### config.mk
export PLATFORM = sky130hd
export DESIGN_NAME = ov5640_init_readback
export DESIGN_NICKNAME = d
export VERILOG_FILES = /design/src/rtl/ov5640_init_readback.sv
export SDC_FILE = /design/constraint.sdc
export NUM_CORES = 1
export LEC_CHECK = 0
export ABC_AREA = 1
export CORE_ASPECT_RATIO = 1.5
export CORE_MARGIN = 2
export CORE_UTILIZATION = 35
export CTS_CLUSTER_DIAMETER = 150
export DETAILED_ROUTE_END_ITERATION = 7
export PLACE_DENSITY = 0.57
export SYNTH_ARGS = -nofsm -noshare
export SYNTH_HDL_FRONTEND = slang
export SYNTH_SLANG_ARGS = --single-unit
### constraint.sdc
create_clock -name clk -period 3.1 [get_ports clk]
set_clock_uncertainty 0.2 [all_clocks]
set_input_delay 0.62 -clock clk [delete_from_list [all_inputs] [get_ports clk]]
set_output_delay 0.62 -clock clk [all_outputs]
set_load 0.01 [all_outputs]
### src/rtl/ov5640_init_readback.sv
`default_nettype none
// ============================================================================
//  Module      : ov5640_init_readback
//  Description : Post-configuration readback checker for the OV5640 init
//                table. Walks the {addr16,data8} init ROM from index 0 to
//                TABLE_LEN-1 and issues one SCCB read per entry, skipping
//                two self-clearing registers. Each returned byte is compared
//                with the table value. At the end of the pass the block
//                reports pass/fail, the number of mismatches plus bus errors,
//                and the first offending entry. It is intended for bring-up
//                and debug only and is not in the pixel path.
//
//  Optional feature macro:
//      OV5640_READBACK_TIMEOUT_EN - per-read watchdog. If no ack or error
//      arrives within TIMEOUT_CYCLES cycles of the request, the read is
//      abandoned and counted as an error. Without the macro a read that is
//      never acknowledged stalls the pass indefinitely.
//
//  Ports:
//      clk          system clock
//      rst          synchronous active-high reset
//      start_i      1-cycle pulse, begins a pass (ignored while busy)
//      rom_addr_o   table index to the registered init ROM
//      rom_q_i      ROM word {addr16,data8}, 1 cycle after rom_addr_o
//      rd_req_o     SCCB read request, held until ack/err (or timeout)
//      rd_addr_o    register address for the SCCB read
//      rd_ack_i     1-cycle read-complete pulse, qualifies rd_data_i
//      rd_data_i    byte returned by the sensor
//      rd_err_i     1-cycle NACK/bus-error pulse for the current read
//      busy_o       high from the cycle after start until done
//      done_o       1-cycle pulse at the end of a pass
//      pass_o       1 = no mismatches and no errors (valid after done)
//      mism_cnt_o   mismatches plus errors, saturating at all-ones
//      first_idx_o  table index of the first mismatch/error
//      first_exp_o  expected byte at first_idx_o
//      first_got_o  received byte at first_idx_o (8'h00 for an error)
//
//  Revision    : 1.0  initial release
// ============================================================================
module ov5640_init_readback #(
    parameter int          ADDR_WIDTH     = 8,
    parameter int          TABLE_LEN      = 252,
    parameter logic [15:0] SKIP_ADDR0     = 16'h3008,
    parameter logic [15:0] SKIP_ADDR1     = 16'h3002,
    parameter int          TIMEOUT_CYCLES = 1_000_000
) (
    input  logic                  clk,
    input  logic                  rst,
    input  logic                  start_i,
    output logic [ADDR_WIDTH-1:0] rom_addr_o,
    input  logic [23:0]           rom_q_i,
    output logic                  rd_req_o,
    output logic [15:0]           rd_addr_o,
    input  logic                  rd_ack_i,
    input  logic [7:0]            rd_data_i,
    input  logic                  rd_err_i,
    output logic                  busy_o,
    output logic                  done_o,
    output logic                  pass_o,
    output logic [ADDR_WIDTH:0]   mism_cnt_o,
    output logic [ADDR_WIDTH-1:0] first_idx_o,
    output logic [7:0]            first_exp_o,
    output logic [7:0]            first_got_o
);

    // ------------------------------------------------------------------------
    // Elaboration-time parameter sanity: the table must be non-empty and fit
    // in the ROM address space, and the watchdog needs at least one cycle.
    // ------------------------------------------------------------------------
    if ((TABLE_LEN < 1) || (TABLE_LEN > (1 << ADDR_WIDTH)) || (TIMEOUT_CYCLES < 1)) begin : g_param_check
        $error("ov5640_init_readback: illegal TABLE_LEN/ADDR_WIDTH/TIMEOUT_CYCLES combination");
    end

    localparam logic [ADDR_WIDTH-1:0] c_LAST_IDX = ADDR_WIDTH'(TABLE_LEN - 1);

`ifdef OV5640_READBACK_TIMEOUT_EN
    // Watchdog counts 0 .. TIMEOUT_CYCLES-1 while a request is outstanding.
    localparam int                 c_TMR_W    = (TIMEOUT_CYCLES > 1) ? $clog2(TIMEOUT_CYCLES) : 1;
    localparam logic [c_TMR_W-1:0] c_TMR_LAST = c_TMR_W'(TIMEOUT_CYCLES - 1);
`endif

    // ------------------------------------------------------------------------
    // State encoding
    // ------------------------------------------------------------------------
    typedef enum logic [3:0] {
        S_IDLE    = 4'd0,
        S_SET     = 4'd1,   // present the table index to the ROM
        S_WAIT    = 4'd2,   // ROM register latency
        S_LATCH   = 4'd3,   // capture the ROM word
        S_SKIPCHK = 4'd4,   // drop self-clearing registers without a read
        S_REQ     = 4'd5,   // raise the SCCB read request
        S_ACK     = 4'd6,   // hold the request until ack/err (or timeout)
        S_CMP     = 4'd7,   // compare and record the first event
        S_NEXT    = 4'd8,   // advance or finish
        S_FIN     = 4'd9    // report results
    } state_t;

    // ------------------------------------------------------------------------
    // Registers
    // ------------------------------------------------------------------------
    state_t                  state_q;
    logic [ADDR_WIDTH-1:0]   idx_q;
    logic [ADDR_WIDTH-1:0]   rom_addr_q;
    logic [23:0]             entry_q;
    logic                    rd_req_q;
    logic [15:0]             rd_addr_q;
    logic                    err_q;
    logic [7:0]              got_q;
    logic                    busy_q;
    logic                    done_q;
    logic                    pass_q;
    logic [ADDR_WIDTH:0]     mism_cnt_q;
    logic [ADDR_WIDTH-1:0]   first_idx_q;
    logic [7:0]              first_exp_q;
    logic [7:0]              first_got_q;
`ifdef OV5640_READBACK_TIMEOUT_EN
    logic [c_TMR_W-1:0]      tmr_q;
`endif

    // ------------------------------------------------------------------------
    // Combinational helpers
    // ------------------------------------------------------------------------
    logic                    skip_d;
    logic                    event_d;
    logic [ADDR_WIDTH:0]     mism_cnt_d;

    always_comb begin
        skip_d     = (entry_q[23:8] == SKIP_ADDR0) || (entry_q[23:8] == SKIP_ADDR1);
        // An errored read always counts, whatever byte happened to be latched.
        event_d    = err_q || (got_q != entry_q[7:0]);
        // Saturating increment: holds at all-ones instead of wrapping to 0,
        // which would otherwise make a badly broken sensor look clean.
        mism_cnt_d = (&mism_cnt_q) ? mism_cnt_q : (mism_cnt_q + 1'b1);
    end

    // ------------------------------------------------------------------------
    // Sequencer with registered outputs
    // ------------------------------------------------------------------------
    always_ff @(posedge clk) begin
        if (rst) begin
            state_q     <= S_IDLE;
            idx_q       <= '0;
            rom_addr_q  <= '0;
            entry_q     <= '0;
            rd_req_q    <= 1'b0;
            rd_addr_q   <= '0;
            err_q       <= 1'b0;
            got_q       <= '0;
            busy_q      <= 1'b0;
            done_q      <= 1'b0;
            pass_q      <= 1'b0;
            mism_cnt_q  <= '0;
            first_idx_q <= '0;
            first_exp_q <= '0;
            first_got_q <= '0;
`ifdef OV5640_READBACK_TIMEOUT_EN
            tmr_q       <= '0;
`endif
        end else begin
            done_q <= 1'b0;

            case (state_q)
                S_IDLE: begin
                    if (start_i) begin
                        idx_q       <= '0;
                        mism_cnt_q  <= '0;
                        first_idx_q <= '0;
                        first_exp_q <= '0;
                        first_got_q <= '0;
                        pass_q      <= 1'b0;
                        busy_q      <= 1'b1;
                        state_q     <= S_SET;
                    end
                end

                S_SET: begin
                    rom_addr_q <= idx_q;
                    state_q    <= S_WAIT;
                end

                S_WAIT: begin
                    state_q <= S_LATCH;
                end

                S_LATCH: begin
                    entry_q <= rom_q_i;
                    state_q <= S_SKIPCHK;
                end

                S_SKIPCHK: begin
                    state_q <= skip_d ? S_NEXT : S_REQ;
                end

                S_REQ: begin
                    rd_req_q  <= 1'b1;
                    rd_addr_q <= entry_q[23:8];
`ifdef OV5640_READBACK_TIMEOUT_EN
                    tmr_q     <= '0;
`endif
                    state_q   <= S_ACK;
                end

                S_ACK: begin
                    if (rd_ack_i || rd_err_i) begin
                        // A simultaneous ack and err is treated as an error.
                        rd_req_q <= 1'b0;
                        err_q    <= rd_err_i;
                        got_q    <= rd_err_i ? 8'h00 : rd_data_i;
                        state_q  <= S_CMP;
                    end
`ifdef OV5640_READBACK_TIMEOUT_EN
                    else if (tmr_q == c_TMR_LAST) begin
                        rd_req_q <= 1'b0;
                        err_q    <= 1'b1;
                        got_q    <= 8'h00;
                        state_q  <= S_CMP;
                    end else begin
                        tmr_q <= tmr_q + 1'b1;
                    end
`endif
                end

                S_CMP: begin
                    if (event_d) begin
                        mism_cnt_q <= mism_cnt_d;
                        // Count never returns to zero within a pass, so zero
                        // identifies the first event.
                        if (mism_cnt_q == '0) begin
                            first_idx_q <= idx_q;
                            first_exp_q <= entry_q[7:0];
                            first_got_q <= got_q;
                        end
                    end
                    state_q <= S_NEXT;
                end

                S_NEXT: begin
                    if (idx_q == c_LAST_IDX) begin
                        state_q <= S_FIN;
                    end else begin
                        idx_q   <= idx_q + 1'b1;
                        state_q <= S_SET;
                    end
                end

                S_FIN: begin
                    done_q  <= 1'b1;
                    busy_q  <= 1'b0;
                    pass_q  <= (mism_cnt_q == '0);
                    state_q <= S_IDLE;
                end

                default: begin
                    rd_req_q <= 1'b0;
                    busy_q   <= 1'b0;
                    state_q  <= S_IDLE;
                end
            endcase
        end
    end

    // ------------------------------------------------------------------------
    // Outputs
    // ------------------------------------------------------------------------
    assign rom_addr_o  = rom_addr_q;
    assign rd_req_o    = rd_req_q;
    assign rd_addr_o   = rd_addr_q;
    assign busy_o      = busy_q;
    assign done_o      = done_q;
    assign pass_o      = pass_q;
    assign mism_cnt_o  = mism_cnt_q;
    assign first_idx_o = first_idx_q;
    assign first_exp_o = first_exp_q;
    assign first_got_o = first_got_q;

endmodule
`default_nettype wire

==> flow_summary_export.csv, run 1 <==
group,metric,value,unit
cts,cts_made_buffers,9,
critical_path,r2r-end,"first_exp_o[4]",
cts,cts.clk_slew.worst_paths,70,ps
pwr,ir_drop,0.000323,V
sta,slew_viol_final,0,
floorplan,dieWidth,98.6,microns
logic_synthesis,yosysSeqAreaShare,45.2,%
place,dpl.hpwl,9400,microns
run_status,status,"completed",
floorplan,ios,98,
place,dpl-instance-area,5770,sq um
critical_path,endpoint_kind,"flop",
cts,insertion_delay,350,ps
route,drtPass1Iterations,5,
critical_path,cp_max_fo,35,
floorplan,dieArea,14400,sq um
global_routing,grt_pass1_vias,4474,
hold_path,min_from,"first_got_o[3]",
route,finalWirelength,13000,microns
final_layout,layout-drive-gt1-share,5.44,%
sta,layout_setup_ws,798,ps
place,io_buffers,97,
logic_synthesis,netlist_area,4700,sq um
cts,cts_hold_buf,0,
sta,hold_viol_final,0,
critical_path,critPathRequiredTime,3170,ps
final_layout,area_growth,29.6,%
cts,htreeDepth,3,
route,ant_nets,0,
critical_path,cp_data_arrival_time,2370,ps
critical_path,r2r-start,"state_q[1]",
route,vias,4631,
sta,period_share,74.3,%
hold_path,worstHoldPathType,"reg2reg",
global_routing,antenna_found_initial,0,
place,dp_slack,513,ps
cts,numClockSinks,106,
final_layout,postLayoutCellArea,6090,sq um
cts,clk_path_buf_depth,2,
logic_synthesis,ys_ff_latch,106,
final_layout,final_util,46.5,%
sta,worst_pin_slew,651,ps
route,wl_per_cell,14.2,microns
critical_path,crit_start,"state_q[1]",
global_routing,grt_max_degree,56,
critical_path,critPathLaunchType,"flop",
floorplan,die_h,146,microns
floorplan,core,13100,sq um
logic_synthesis,yosys_warnings,0,
sta,rsz0062_at_grt,"false",
sta,fin_crit,2300,ps
logic_synthesis,syn_area_per_cell,7.04,sq um
hold_path,min_path_cells,2,
logic_synthesis,synthCells,668,
final_layout,top_register,"entry_q",
sta,slew_headroom,56.4,%
cts,root_buffer,"clkbuf_16",
cts,postCtsSetupRepairBufs,0,
cts,cts_tree,"done",
place,gp_congestion,0.856,
final_layout,nNetsFinal,790,
sta,fmax,0.434,GHz
route,drc,0,
logic_synthesis,syn-num-nets,709,
final_layout,largest_register_ffs,24,
pwr,power-per-cell-area,668,nW/um^2
global_routing,grt_first_pass_wirelength,21100,microns
critical_path,crit_type,"reg2reg",
pwr,leakage,2.27,nW
floorplan,rows,51,
hold_path,worstHoldEndpoint,"first_got_o[3]",
critical_path,rrSetupSlack,800,ps
global_routing,grt_use_total,17.8,%
sta,finalSetupViolations,0,
cts,post_cts_resized,0,
logic_synthesis,synth_cell_types,29,
global_routing,grt-ovfl-total,0,
pwr,power.total,4.07,mW
run,max-cap-violations,0,
route,via_per_inst,5.08,
critical_path,reg2reg_depth,8,
route,drtIter0Drc,203,
floorplan,start_util,35.9,%
sta,setup-tns-final,0,ps
final_layout,antenna_cells,0,
cells in the final DEF (no fill, tap or decap), types with 3 or more instances in the layout:
cell type / Yosys / routed
nor2_1: 136 / 136
nand2_1: 112 / 112
dfxtp_1: 106 / 106
clkdlybuf4s50_1: 0 / 96
a21oi_1: 75 / 75
inv_1: 53 / 53
o21ai_0: 52 / 52
nand4_1: 39 / 39
nand3_1: 21 / 21
clkbuf_16: 0 / 9
a211oi_1: 8 / 8
buf_4: 3 / 7
inv_2: 6 / 6
nor3_1: 4 / 4
ha_1: 4 / 4
nand2_2: 3 / 3
logic make-up (layout without fill, tap and decap cells):
group / Yosys count / after routing / share of synthesized area (%)
AND/OR/NAND/NOR: 324 / 324 / 30.0
AO/OA/AOI/OAI: 139 / 139 / 15.6
flip-flops: 106 / 106 / 45.2
buffers and inverters: 93 / 178 / 7.83
adder cells (fa/ha/maj): 4 / 4 / 1.07
XOR/XNOR: 2 / 2 / 0.373
synthesized netlist by cell type:
cell,count,area (sq um)
a211oi_1,8,60.1
a21oi_1,75,375
a21oi_4,1,16.3
a31oi_1,1,6.26
buf_1,4,15.0
buf_2,6,30.0
buf_4,3,22.5
clkbuf_1,21,78.8
dfxtp_1,106,2120
ha_1,4,50.1
inv_1,53,199
inv_2,6,22.5
nand2_1,112,420
nand2_2,3,18.8
nand3_1,21,105
nand3_2,2,20.0
nand3_4,1,17.5
nand4_1,39,244
nor2_1,136,510
nor2_2,2,12.5
nor2_8,1,20.0
nor3_1,4,20.0
nor3b_1,1,7.51
o211ai_1,1,7.51
o21ai_0,52,260
o31ai_1,1,7.51
or2_2,2,12.5
xnor2_1,1,8.76
xor2_1,1,8.76
per-layer routing:
metal  vias up  global-route usage (%)  wire length [microns]  part of all wire [%]
met5         -                       0                      0                     0
met2       123                    31.8                   6680                    52
li1       2351                       -                      -                     -
met1      2136                    20.3                   5320                    41
met3        21                    3.75                    614                   4.7
met4         0                    7.67                    342                   2.6
layout make-up:
cell class	count	area (sq um)
inverters	59	221
well taps	159	199
clock buffers	10	239
multi-input cells	469	2210
fillers	1311	6990
repair buffers	104	1020
flip-flops and latches	106	2120
clock inverters	5	78.8
through the flow:
| step | cells | hold slack, ps |
|---|---|---|
| 6_report | 912 | 260 |
| 5_1_grt | 912 | 277 |
| 2_1_floorplan | 668 | 240 |
| 3_3_place_gp | 897 | 252 |
| 4_1_cts | 912 | 265 |
| 3_5_place_dp | 897 | 254 |
where the power goes:
part	internal, mW	switching (mW)	leakage (nW)	total, mW
registers	1.50	0.0979	0.857	1.60
clock network	0.724	0.506	0.158	1.23
logic	0.412	0.825	1.26	1.24
total	2.64	1.43	2.27	4.07
worst max path at each step:
stage                      to  slack [ps]  cells past startpoint
2_1_floorplan   mism_cnt_o[0]        1150                     12
3_3_place_gp         idx_q[2]         610                      7
6_report       first_exp_o[4]         800                      8
3_5_place_dp         idx_q[3]         510                      7
4_1_cts        first_idx_o[3]         770                      8
5_1_grt        first_idx_o[3]         580                      8
critical path, cell delays in order (launching register included):
cell and delay [ps]:
dfxtp_1 420, nand2_2 130, nor2_8 200, nand3_1 90
nor2_1 140, nand2_2 400, nand3_4 390, nand2_1 80
a21oi_1 150
(Power assumes the default switching activity.)
==> run 2: changes to the inputs <==
==> constraint.sdc (replaced) <==
create_clock -name clk -period 2.4 [get_ports clk]
set_clock_uncertainty 0.2 [all_clocks]
set_input_delay 0.48 -clock clk [delete_from_list [all_inputs] [get_ports clk]]
set_output_delay 0.48 -clock clk [all_outputs]
set_load 0.01 [all_outputs]
==> run 2 against run 1 <==
Net effect: sequential cell count did not move; first-iteration DRC count is 15% higher; critical path type unchanged; clock-buffer cell count increased by 2; critical path depth up 2; largest cell class unchanged; register-to-register slack lost 580 ps; global-route usage shrank 0.16 points.
==> flow_summary_export.csv, run 2 (synthesis results as in run 1) <==
group,metric,value,unit
run_status,status,"completed",
final_layout,mostFrequentLayoutCell,"nor2_1",
global_routing,grt_use_total,17.7,%
route,wl_per_cell,13.6,microns
pwr,ir_drop,0.000524,V
critical_path,cp_data_arrival_time,2250,ps
sta,fin_crit,2180,ps
cts,postCtsSetupRepairBufs,0,
final_layout,area_growth,30.5,%
floorplan,die_h,146,microns
sta,worst_pin_slew,612,ps
floorplan,rows,51,
pwr,power-per-cell-area,832,nW/um^2
route,vias,4560,
cts,numClockSinks,106,
route,wl_met2,6400,microns
critical_path,crit_type,"reg2reg",
cts,cts_hold_buf,0,
hold_path,worstHoldPathType,"reg2reg",
floorplan,ios,98,
sta,hold_viol_final,0,
run,max-cap-violations,0,
cts,htreeDepth,3,
final_layout,multi_input_area,2210,sq um
critical_path,critPathMaxStageDelay,490,ps
sta,setup-tns-final,0,ps
critical_path,critPathLaunchType,"flop",
cts,cts_made_buffers,9,
place,io_buffers,97,
floorplan,dieWidth,98.6,microns
final_layout,final_util,46.9,%
place,dpl-instance-area,5860,sq um
sta,rsz0062_at_grt,"false",
critical_path,path_cells,"ha_1, nand2_1, nor3_1, ha_1, nand2_1, o21ai_0, inv_2, nand3_2, nand2_1, a21oi_1",
route,via_per_inst,4.95,
critical_path,cpMostUsedCell,"nand2_1",
global_routing,grt_pass1_vias,4392,
route,routed.top_layer,"met4",
critical_path,cpMaxStageDelayCell,"dfxtp_1",
critical_path,rrSetupSlack,220,ps
final_layout,top_register,"entry_q",
route,route.met3.wl,506,microns
cts,clk_path_buf_depth,2,
cts,cts_tree,"done",
route,ant_nets,0,
floorplan,dieArea,14400,sq um
final_layout,final_cell_mix,"nor2_1, nand2_1, dfxtp_1, clkdlybuf4s50_1, a21oi_1",
floorplan,start_util,35.9,%
global_routing,grt-ovfl-total,0,
critical_path,cp_max_fo,10,
sta,finalSetupViolations,0,
critical_path,endpoint_kind,"flop",
route,drt-met1-wl,5430,microns
global_routing,grt_first_pass_wirelength,21000,microns
sta,period_share,91.0,%
cts,post_cts_resized,0,
cts,root_buffer,"clkbuf_16",
sta,slew_headroom,59.2,%
final_layout,largest_register_ffs,24,
route,drtIter0Drc,234,
global_routing,antenna_found_initial,0,
critical_path,critPathRequiredTime,2470,ps
place,gp_congestion,0.844,
pwr,leakage,2.31,nW
final_layout,nFillCells,1329,
cts,cts.clk_slew.worst_paths,70,ps
final_layout,layout-drive-gt1-share,6.43,%
final_layout,antenna_cells,0,
place,dpl.hpwl,9280,microns
sta,slew_viol_final,0,
sta,holdWs,264,ps
floorplan,core,13100,sq um
sta,fmax,0.458,GHz
global_routing,grt_max_degree,56,
final_layout,postLayoutCellArea,6130,sq um
route,drtPass1Iterations,5,
cts,insertion_delay,340,ps
final_layout,nNetsFinal,799,
final_layout,final-seq-area,2120,sq um
route,drc,0,
pwr,power.total,5.10,mW
route,finalWirelength,12500,microns
-- run 2: final cells by class --
class                           instances  share of cell area, %
Tap cell                              159                   3.24
Clock buffer                           12                   4.18
Clock inverter                          3                  0.245
Inverter                               59                   3.61
Multi-Input combinational cell        469                   36.0
Sequential cell                       106                   34.6
Timing Repair Buffer                  113                   18.1
-- run 2: final timing paths --
check	startpoint	to	cells past startpoint
worst max-delay path	mism_cnt_o[0]	mism_cnt_o[3]	10
worst min-delay path	first_idx_o[6]	first_idx_o[6]	2
worst max register to register	mism_cnt_o[0]	mism_cnt_o[3]	10
worst min register to register	first_idx_o[6]	first_idx_o[6]	2
-- run 2: power breakdown --
part           internal [mW]  total [mW]  switching (mW)  leakage [nW]
logic                  0.587        1.67            1.08          1.31
registers               1.94        2.06           0.121         0.857
clock network          0.750        1.37           0.622         0.138
total                   3.28        5.10            1.82          2.31
-- run 2: metal layers --
metal | vias to the layer above | GRT usage [%]
met3 | 14 | 3.31
li1 | 2375 | -
met1 | 2077 | 21.1
met2 | 94 | 31.3
met4 | 0 | 6.16
met5 | - | 0
-- run 2: critical path, delay by kind of cell, from the launching register on --
family | cells | cell delay, ps
flip-flops | 1 | 490
AND/OR/NAND/NOR | 5 | 590
AO/OA/AOI/OAI | 2 | 220
buffers and inverters | 1 | 130
adder cells (fa/ha/maj) | 2 | 470
-- run 2: metrics by stage --
step           std cells  setup slack, ps
4_1_cts              921              233
6_report             921              215
5_1_grt              921             13.1
3_5_place_dp         906              165
3_3_place_gp         906              210
2_1_floorplan        668              452
